[src/rtl/half_adder_pkg.sv]
`default_nettype none
// ============================================================================
// Module      : half_adder_pkg
// Description : Shared defaults, vector types and helper functions for the
//               half_adder_unit lane array and its saturating carry counter.
// Revision    : 1.0 - initial release
// ============================================================================
package half_adder_pkg;

    // Default geometry of a half_adder_unit instance
    localparam int HA_WIDTH_DEF = 1;
    localparam int HA_CNT_W_DEF = 16;

    // Largest lane count and counter width the helpers are sized for.
    // Callers zero-extend into these containers, so any WIDTH <= HA_MAX_WIDTH
    // and CNT_W <= HA_MAX_CNT_W is supported.
    localparam int HA_MAX_WIDTH = 1024;
    localparam int HA_MAX_CNT_W = 63;

    typedef logic [HA_MAX_WIDTH-1:0] lane_vec_t;
    // One spare bit above the widest counter keeps the pre-clamp sum exact
    typedef logic [HA_MAX_CNT_W:0]   cnt_ext_t;

    // Number of set bits in a lane vector (unused upper lanes are zero)
    function automatic cnt_ext_t popcount(input lane_vec_t vec);
        cnt_ext_t n;
        n = '0;
        for (int i = 0; i < HA_MAX_WIDTH; i++) begin
            n = n + cnt_ext_t'(vec[i]);
        end
        return n;
    endfunction

    // Add inc to cur and clamp at 2^cnt_w-1; cur never exceeds the clamp,
    // so the sum cannot overflow the extended container.
    function automatic cnt_ext_t sat_add(input cnt_ext_t cur,
                                         input cnt_ext_t inc,
                                         input int       cnt_w);
        cnt_ext_t lim;
        cnt_ext_t sum;
        lim = (cnt_ext_t'(1) << cnt_w) - cnt_ext_t'(1);
        sum = cur + inc;
        return (sum > lim) ? lim : sum;
    endfunction

endpackage : half_adder_pkg
`default_nettype wire

[src/rtl/half_adder_cell.sv]
`default_nettype none
// ============================================================================
// Module      : half_adder_cell
// Description : Single-bit purely combinational half adder (a,b -> s,c).
// Revision    : 1.0 - initial release
// ============================================================================
module half_adder_cell
    import half_adder_pkg::*;
(
    input  logic a,
    input  logic b,
    output logic s,
    output logic c
);

    // Sum and carry of one lane; X/Z on the operands propagates untouched
    assign s = a ^ b;
    assign c = a & b;

endmodule : half_adder_cell
`default_nettype wire

[src/rtl/half_adder_unit.sv]
`default_nettype none
// ============================================================================
// Module      : half_adder_unit
// Description : WIDTH independent half-adder lanes with zero-latency outputs,
//               a one-cycle registered copy qualified by out_valid, and a
//               saturating count of accepted lane carries.
// Revision    : 1.0 - initial release
// ============================================================================
module half_adder_unit
    import half_adder_pkg::*;
#(
    parameter int WIDTH = HA_WIDTH_DEF,
    parameter int CNT_W = HA_CNT_W_DEF
)
(
    input  logic             clk,
    input  logic             rst_n,
    input  logic [WIDTH-1:0] A,
    input  logic [WIDTH-1:0] B,
    input  logic             in_valid,
    output logic [WIDTH-1:0] S,
    output logic [WIDTH-1:0] C,
    output logic [WIDTH-1:0] S_q,
    output logic [WIDTH-1:0] C_q,
    output logic             out_valid,
    output logic [CNT_W-1:0] carry_count
);

    logic [WIDTH-1:0] r_s_q;
    logic [WIDTH-1:0] r_c_q;
    logic             r_out_valid;
    logic [CNT_W-1:0] r_carry_count;

    lane_vec_t        w_carry_vec;
    cnt_ext_t         w_cnt_cur;
    logic [CNT_W-1:0] w_cnt_next;

    // One combinational cell per lane drives the zero-latency outputs
    generate
        for (genvar gi = 0; gi < WIDTH; gi++) begin : g_lane
            half_adder_cell u_cell (
                .a (A[gi]),
                .b (B[gi]),
                .s (S[gi]),
                .c (C[gi])
            );
        end
    endgenerate

    // Next counter value: current count plus this cycle's carries, clamped
    always_comb begin
        w_carry_vec              = '0;
        w_carry_vec[WIDTH-1:0]   = C;
        w_cnt_cur                = '0;
        w_cnt_cur[CNT_W-1:0]     = r_carry_count;
        w_cnt_next               = CNT_W'(sat_add(w_cnt_cur, popcount(w_carry_vec), CNT_W));
    end

    // Registered lanes, valid flag and counter; reset wins over in_valid
    always_ff @(posedge clk) begin
        if (!rst_n) begin
            r_s_q         <= '0;
            r_c_q         <= '0;
            r_out_valid   <= 1'b0;
            r_carry_count <= '0;
        end else begin
            r_out_valid <= in_valid;
            if (in_valid) begin
                r_s_q         <= S;
                r_c_q         <= C;
                r_carry_count <= w_cnt_next;
            end
        end
    end

    assign S_q         = r_s_q;
    assign C_q         = r_c_q;
    assign out_valid   = r_out_valid;
    assign carry_count = r_carry_count;

endmodule : half_adder_unit
`default_nettype wire

[config.mk]
export PLATFORM = sky130hd
export DESIGN_NAME = half_adder_unit
export DESIGN_NICKNAME = d
export VERILOG_FILES = /design/src/rtl/half_adder_pkg.sv /design/src/rtl/half_adder_cell.sv /design/src/rtl/half_adder_unit.sv
export SDC_FILE = /design/constraint.sdc
export NUM_CORES = 1
export LEC_CHECK = 0
export CAP_MARGIN = 20
export CORE_ASPECT_RATIO = 0.8
export CORE_MARGIN = 1
export CORE_UTILIZATION = 25
export DETAILED_ROUTE_END_ITERATION = 10
export SKIP_LAST_GASP = 1
export SYNTH_ARGS = -nofsm -noshare
export SYNTH_HDL_FRONTEND = slang
export SYNTH_SLANG_ARGS = --single-unit
[constraint.sdc]
create_clock -name clk -period 3.4 [get_ports clk]
set_input_delay 1.02 -clock clk [delete_from_list [all_inputs] [get_ports clk]]
set_output_delay 1.02 -clock clk [all_outputs]
set_load 0.02 [all_outputs]
==> results of run 1 <==
synthesized netlist by cell type (all sizes together), types with 2 or more instances:
| cell type | number | area share [%] |
|---|---|---|
| a21oi | 4 | 1.9 |
| inv | 4 | 1.5 |
| xnor2 | 9 | 7.7 |
| nand2 | 7 | 2.8 |
| buf | 3 | 2.3 |
| dfxtp | 19 | 37 |
| o21ai | 11 | 8.3 |
| mux2i | 2 | 1.9 |
| nand3 | 8 | 5.8 |
| mux2 | 2 | 2.2 |
| nand4 | 5 | 4.5 |
| nor4 | 6 | 6.3 |
| ha | 3 | 3.7 |
| nor3 | 5 | 2.4 |
| nor2 | 7 | 2.6 |
routing by layer:
layer | GRT usage, % | vias to the layer above
met1 | 16.5 | 408
met5 | 0 | -
met2 | 17.3 | 19
met3 | 3.23 | 2
met4 | 2.47 | 0
li1 | - | 452
final cells by class:
type / count / share of cell area, %
Timing Repair Buffer: 27 / 19.2
Tap cell: 55 / 4.99
Clock buffer: 4 / 3.27
Multi-Input combinational cell: 80 / 43.8
Sequential cell: 19 / 27.6
Inverter: 4 / 1.09
power breakdown:
group	leakage, nW	internal (mW)	switching, mW
Sequential	0.154	0.225	0.00215
Combinational	0.299	0.0187	0.0210
Clock	0.0228	0.0833	0.0744
layout by cell type, fill, tap and decap left out, types with 4 or more instances in the layout:
master / synthesis / routed
clkdlybuf4s50_1: 0 / 25
dfxtp_1: 19 / 19
xnor2_1: 9 / 9
o21ai_2: 8 / 8
nor2_1: 7 / 7
nand2_1: 6 / 6
nor3_1: 5 / 5
nand3_2: 4 / 4
nand4_1: 4 / 4
nand3_1: 4 / 4
a21oi_1: 4 / 4
state kept, by name (all words and copies together), names as in the netlist:
register / count
out_valid: 1
C_q: 1
carry_count: 16
S_q: 1
logic make-up after synthesis:
| group | Yosys count | share of synthesized area, % |
|---|---|---|
| XOR/XNOR | 10 | 8.53 |
| multiplexers | 4 | 4.14 |
| buffers and inverters | 8 | 4.14 |
| adder cells (fa/ha/maj) | 3 | 3.65 |
| AND/OR/NAND/NOR | 43 | 27.9 |
| flip-flops | 19 | 37.0 |
| AO/OA/AOI/OAI | 20 | 14.6 |
worst max-delay path: stages:
cell and delay (ns):
clkdlybuf4s50_1 0.40, ha_1 0.29, clkdlybuf4s50_1 0.62
per-stage QoR:
stage          utilization (%)  setup WS [ns]  power (mW)  hold WS [ns]
6_report                  35.8         0.0440       0.425         0.499
5_1_grt                   35.8        0.00657       0.443         0.544
4_1_cts                   35.8         0.0379       0.428         0.515
3_5_place_dp              34.6         0.0379       0.273         0.501
3_3_place_gp              34.6         0.0684       0.272         0.482
2_1_floorplan                -          0.984       0.253         0.583
how the worst min path moves through the flow:
stage	endpoint	depth (start not counted)	start	slack (ns)
after global routing	S_q	2	S_q	0.54
final	S_q	2	S_q	0.50
after global placement	C_q	2	C_q	0.48
after CTS	S_q	2	S_q	0.52
after detailed placement	S_q	2	S_q	0.50
after floorplan	C_q	2	C_q	0.58
==> reports/metrics.csv, run 1 <==
metric,value,unit
DR WL/cell,12.1,µm
"EDFF count, synth",0,
io pins,26,
layout overhead on the synthesized area,34.2,%
Synth cell types,38,
CTS H-tree depth,1,
final setup violation count,0,
slew at the pin closest to its max-slew limit,0.506,ns
crit path launch,B,
r2r startpoint,carry_count[5],
Top Layer Used,met4,
# hold bufs at CTS,0,
register area,380,µm²
CP Max Fanout,2,
metal3 WL,103,µm
initial drt markers,45,
Residual DRC,0,
placed insts,185,
"Req. time, crit path",2.38,ns
row count,20,
run status,"complete, no violations",
Finished Layout Cells,189,
Multi-input gate area,604,µm²
RR Endpoint,carry_count[11],
YS warnings,0,
LEAKAGE,0.475,nW
max capacitance violation total,0,
Clock Tree Root,clkbuf_8,
Die Y,59.3,µm
nets,143,
unrepaired setup endpoints after global routing,false,
clock slew at reported path FFs,0.07,ns
Post-synth ARST share,0,%
clock sinks,19,
grt ovf,0,
post-route cell area,1380,µm²
die area,4370,µm²
Clock Skew,0.00354,ns
Via density,4.66,
worst hold path class,register to register,
r2r worst-path depth,4,
max-slew violations,0,
crit path DAT,2.34,ns
fmax,298,MHz
Final period util,98.7,%
initial antenna violation count,0,
first-pass GRT wire length,3820,µm
1st-pass router iterations,4,
critical path launch point type,input pin,
initial core utilization,26.7,%
CP endpoint kind,primary output,
"Hold Violations, Final",0,
via count,881,
minimum clock period,3.36,ns
largest net degree at the start of global routing,15,
synthesized area,1030,µm²
share of cells above drive strength 1,18.7,%
"flops & latches, synth",19,
cts repair resizes,0,
Critical Path Sink,S,
placed cell area,1330,µm²
final wirelength,2280,µm
Filler cells,416,
post-route antenna net violation count,0,
placed wire-length estimate,1710,µm
setup bufs post-CTS,0,
mean post-synth cell area,9.60,µm²
Total Neg Setup Slack,0,ns
TritonCTS clock tree,done,
syn_nets,115,
VDD IR-drop max,0.101,mV
Ant. Diodes,0,
met2 WL post-DR,1020,µm
M1 WL,1150,µm
routability cong.,0.831,
global-route usage over all layers,11.6,%
Synth Instances,107,
core box area,3850,µm²
Die W,73.7,µm
Worst slew margin,66.2,%
IO buf count,25,
clock latency on the worst-skew pair,0.25,ns
vias in the first global route,813,
"reg-to-reg slack, setup",1.65,ns
Power Density,308,nW/µm²
sequential area share after synthesis,37.0,%
Num CTS Buffers,3,
clock tree buffer depth,2,
CP Class,input pin to primary output,
top_reg_cell synth,dfxtp_1,
Note: power is estimated with default switching activity, not from simulation.
==> inputs of run 2 (changes only) <==
Settings changed: REMOVE_ABC_BUFFERS set to 1, SETUP_SLACK_MARGIN set to 0.15.
==> run 2 against run 1 <==
Sequential power barely moved. Combinational power fell by 5%. Global-route usage is 0.76 points higher. Count of clock-buffer cells in the layout decreased by 1. Non-clock buffer count fell by 1. Critical endpoint unchanged. Clock power up 3%. Setup slack improved by 0.28 ns. Sequential share of layout area is 0.13 points higher. Via count rose by 1.1%.
==> reports/metrics.csv, run 2 (same netlist as run 1, synthesis figures left out) <==
metric,value,unit
run status,"complete, no violations",
placed insts,184,
Via density,4.74,
CP Max Fanout,2,
CP Class,input pin to primary output,
initial antenna violation count,0,
switch share,24.2,%
fmax,325,MHz
Total Neg Setup Slack,0,ns
clock slew at reported path FFs,0.08,ns
"Hold Violations, Final",0,
Die Y,59.3,µm
"Req. time, crit path",2.38,ns
Gate power share,8.8,%
r2r worst-path depth,4,
CTS H-tree depth,1,
clock tree buffer depth,2,
placed wire-length estimate,1810,µm
Worst slew margin,68.9,%
via count,891,
Power Density,312,nW/µm²
critical path launch point type,input pin,
initial drt markers,84,
Hold Path Depth,2,
max-slew violations,0,
Die W,73.7,µm
largest net degree at the start of global routing,16,
most frequent cells in the layout,"clkdlybuf4s50_1 (23), dfxtp_1 (19), xnor2_1 (9)",
clock sinks,19,
slew at the pin closest to its max-slew limit,0.465,ns
IO buf count,25,
post-route antenna net violation count,0,
1st-pass router iterations,4,
initial core utilization,26.7,%
Num CTS Buffers,3,
LEAKAGE,0.474,nW
worst hold path class,register to register,
DR WL/cell,13.1,µm
hold_ws,0.516,ns
Finished Layout Cells,188,
CP endpoint kind,primary output,
Clock Tree Root,clkbuf_8,
Ant. Diodes,0,
io pins,26,
clock latency on the worst-skew pair,0.26,ns
global-route usage over all layers,12.3,%
crit path DAT,2.05,ns
share of cells above drive strength 1,18.8,%
Clock Skew,0.00597,ns
Clock power frac,38.0,%
die area,4370,µm²
first-pass GRT wire length,4110,µm
Flop pwr share,53.1,%
minimum clock period,3.07,ns
routability cong.,0.819,
Switch Pwr,0.103,mW
TritonCTS clock tree,done,
nets,142,
flip-flop count of the largest register after layout,16,
VDD IR-drop max,0.106,mV
Final period util,90.4,%
unrepaired setup endpoints after global routing,false,
layout overhead on the synthesized area,33.6,%
Residual DRC,0,
Power Internal,0.325,mW
final setup violation count,0,
# hold bufs at CTS,0,
"commonest non-fill, non-tap cell in the layout",clkdlybuf4s50_1,
max capacitance violation total,0,
core box area,3850,µm²
vias in the first global route,866,
Filler cells,406,
final wirelength,2460,µm
grt ovf,0,
row count,20,
## run 2: cell type report
cell class,count,area (µm²),share of cell area (%)
multi-input cells,80,604,44.0
repair buffers,26,255,18.6
well taps,55,68.8,5.01
flip-flops and latches,19,380,27.7
clock buffers,3,41.3,3.01
clock inverters,1,7.51,0.547
inverters,4,15.0,1.09
## run 2: power by group through the flow
stage / combinational, mW / sequential, mW / clock (mW)
final: 0.0378 / 0.228 / 0.163
after global routing: 0.0406 / 0.228 / 0.179
after CTS: 0.0380 / 0.227 / 0.167
after detailed placement: 0.0392 / 0.233 / 0
after global placement: 0.0379 / 0.233 / 0
after floorplan: 0.0146 / 0.236 / 0
## run 2: path summary, 6_finish.rpt
check | startpoint | to | slack, ns
worst max-delay path | A | S | 0.33
worst min-delay path | S_q | S_q | 0.52
worst max register to register | carry_count[2] | carry_count[11] | 1.61
worst min register to register | S_q | S_q | 0.52
## run 2: repair_timing
action | CTS | global route
setup buffers | 0 | 0
endpoints found under the setup margin | 2 | 0
resized for setup | 2 | 0
## run 2: per-stage QoR
stage	setup WS, ns	util, %	cell area, µm²	power, mW
floorplan	0.973	-	1000	0.251
global placement	0.0714	34.4	1330	0.270
detailed placement	0.0449	34.4	1330	0.272
CTS	0.318	35.6	1370	0.432
global route	0.288	35.6	1370	0.447
finish	0.327	35.6	1370	0.428
## run 2: layer usage
layer	vias to the layer above	global-route usage [%]	share of wire, %
li1	444	-	-
met4	0	3.02	0.41
met5	-	0	0
met2	16	20.1	48
met3	2	4.42	4.4
met1	429	15.5	47
## run 2: worst max-delay path, cell delays in order
cell and delay, ns:
clkdlybuf4s50_1 0.40, ha_1 0.30, dlygate4sd2_1 0.33
==> inputs of run 3 (changes only) <==
Settings changed: GPL_TIMING_DRIVEN set to 0.
==> run 3 against run 2 <==
Clock power shrank 6%. Maximum frequency increased by 0.11%. Non-clock buffer count is 1 lower. Total power decreased by 2.5%. Final cell count down 0.53%. First-iteration DRC count is 29% lower. Routed wire length fell by 4.6%. Via count shrank 2.1%. Critical path type unchanged. Critical endpoint unchanged. Largest cell class unchanged.
==> reports/metrics.csv, run 3 (same netlist as run 1, synthesis figures left out) <==
metric,value,unit
clock tree buffer depth,2,
family with the most delay on the worst path,buffers and inverters,
final wirelength,2340,µm
layout overhead on the synthesized area,32.6,%
Residual DRC,0,
GRT busiest layer,met2,
LEAKAGE,0.473,nW
final setup violation count,0,
grt ovf,0,
io pins,26,
met1 Track Usage GR,15.4,%
worst hold path class,register to register,
TritonCTS clock tree,done,
1st-pass router iterations,4,
clock latency on the worst-skew pair,0.25,ns
largest net degree at the start of global routing,16,
"reg-to-reg slack, setup",1.66,ns
Flop pwr share,54.5,%
Die W,73.7,µm
CP max stage cell,clkdlybuf4s50_1,
Num CTS Buffers,3,
Crit path buffers/inverters,2,
"Hold Violations, Final",0,
clock sinks,19,
post-route antenna net violation count,0,
Power Density,307,nW/µm²
Filler cells,392,
die area,4370,µm²
Die Y,59.3,µm
Max stage delay on crit path,0.40,ns
nets,141,
flip-flop count of the largest register after layout,16,
Clock power frac,36.8,%
hold_ws,0.508,ns
Via density,4.66,
Final period util,90.3,%
Clock Tree Root,clkbuf_8,
Clock Skew,0.00236,ns
CP Class,input pin to primary output,
# hold bufs at CTS,0,
first-pass GRT wire length,3920,µm
Total Neg Setup Slack,0,ns
initial drt markers,60,
Power Internal,0.323,mW
setup bufs post-CTS,0,
via count,872,
max-slew violations,0,
row count,20,
clock slew at reported path FFs,0.07,ns
worst-path cell chain,clkdlybuf4s50_1 -> ha_1 -> dlygate4sd2_1,
"commonest non-fill, non-tap cell in the layout",clkdlybuf4s50_1,
unrepaired setup endpoints after global routing,false,
IO buf count,25,
Gate power share,8.7,%
initial core utilization,26.7,%
CP Max Fanout,2,
switch share,22.7,%
routing usage on met3,3.57,%
share of cells above drive strength 1,18.2,%
crit path DAT,2.05,ns
Finished Layout Cells,187,
minimum clock period,3.07,ns
GR Util met2,18.1,%
core box area,3850,µm²
run status,"complete, no violations",
slew at the pin closest to its max-slew limit,0.471,ns
"Req. time, crit path",2.38,ns
VDD IR-drop max,0.119,mV
placed wire-length estimate,1770,µm
critical path launch point type,input pin,
vias in the first global route,816,
DR WL/cell,12.5,µm
placed insts,183,
fmax,326,MHz
Ant. Diodes,0,
most frequent cells in the layout,"clkdlybuf4s50_1 (23), dfxtp_1 (19), xnor2_1 (9)",
routability cong.,0.853,
global-route usage over all layers,12.0,%
initial antenna violation count,0,
max capacitance violation total,0,
CP endpoint kind,primary output,
Switch Pwr,0.0948,mW
Worst slew margin,68.5,%
CTS H-tree depth,1,
==> run 3: cell count changes in the layout (fill, tap and decap cells not counted), sizes merged <==
cell and delta:
buf -1, clkinv +1, clkinvlp -1
==> run 3: through the flow <==
stage | util, % | setup slack, ns | instance area, µm² | power [mW]
CTS | 35.4 | 0.319 | 1360 | 0.426
global route | 35.4 | 0.271 | 1360 | 0.442
finish | 35.4 | 0.330 | 1360 | 0.418
global placement | 34.2 | 0.0577 | 1320 | 0.270
detailed placement | 34.2 | 0.0437 | 1320 | 0.271
floorplan | - | 0.973 | 1000 | 0.251
==> run 3: power groups by stage <==
stage	Combinational (mW)	Clock (mW)	Sequential, mW
2_1_floorplan	0.0146	0	0.236
3_3_place_gp	0.0372	0	0.232
3_5_place_dp	0.0385	0	0.233
4_1_cts	0.0370	0.161	0.227
5_1_grt	0.0400	0.174	0.228
6_report	0.0364	0.154	0.228
==> run 3: final timing paths <==
kind         cells past startpoint      startpoint               to
max                              3               A                S
min                              2             S_q              S_q
max reg2reg                      4  carry_count[2]  carry_count[11]
min reg2reg                      2             S_q              S_q
==> run 3: metal layers <==
layer / routed length [µm] / vias to the layer above
met1: 1080 / 405
li1: - / 444
met5: 0 / -
met4: 34 / 0
met3: 122 / 5
met2: 1110 / 18
==> run 3: what timing repair did <==
| action | 4_1_cts | 5_1_grt |
|---|---|---|
| hold endpoints to repair | 0 | 0 |
| setup endpoints to repair | 2 | 0 |
| gates resized for setup | 2 | 0 |
==> run 3: final cells by class <==
| class | instances | area, µm² | share of cell area, % |
|---|---|---|---|
| inverters | 4 | 15.0 | 1.10 |
| clock buffers | 3 | 41.3 | 3.03 |
| clock inverters | 1 | 5.00 | 0.367 |
| repair buffers | 25 | 248 | 18.2 |
| flip-flops and latches | 19 | 380 | 27.9 |
| well taps | 55 | 68.8 | 5.05 |
| multi-input cells | 80 | 604 | 44.4 |
==> run 3: worst min-delay path: stages, from the launching register on <==
cell	delay [ns]
dfxtp_1	0.33
mux2i_1	0.07
nor2_1	0.08
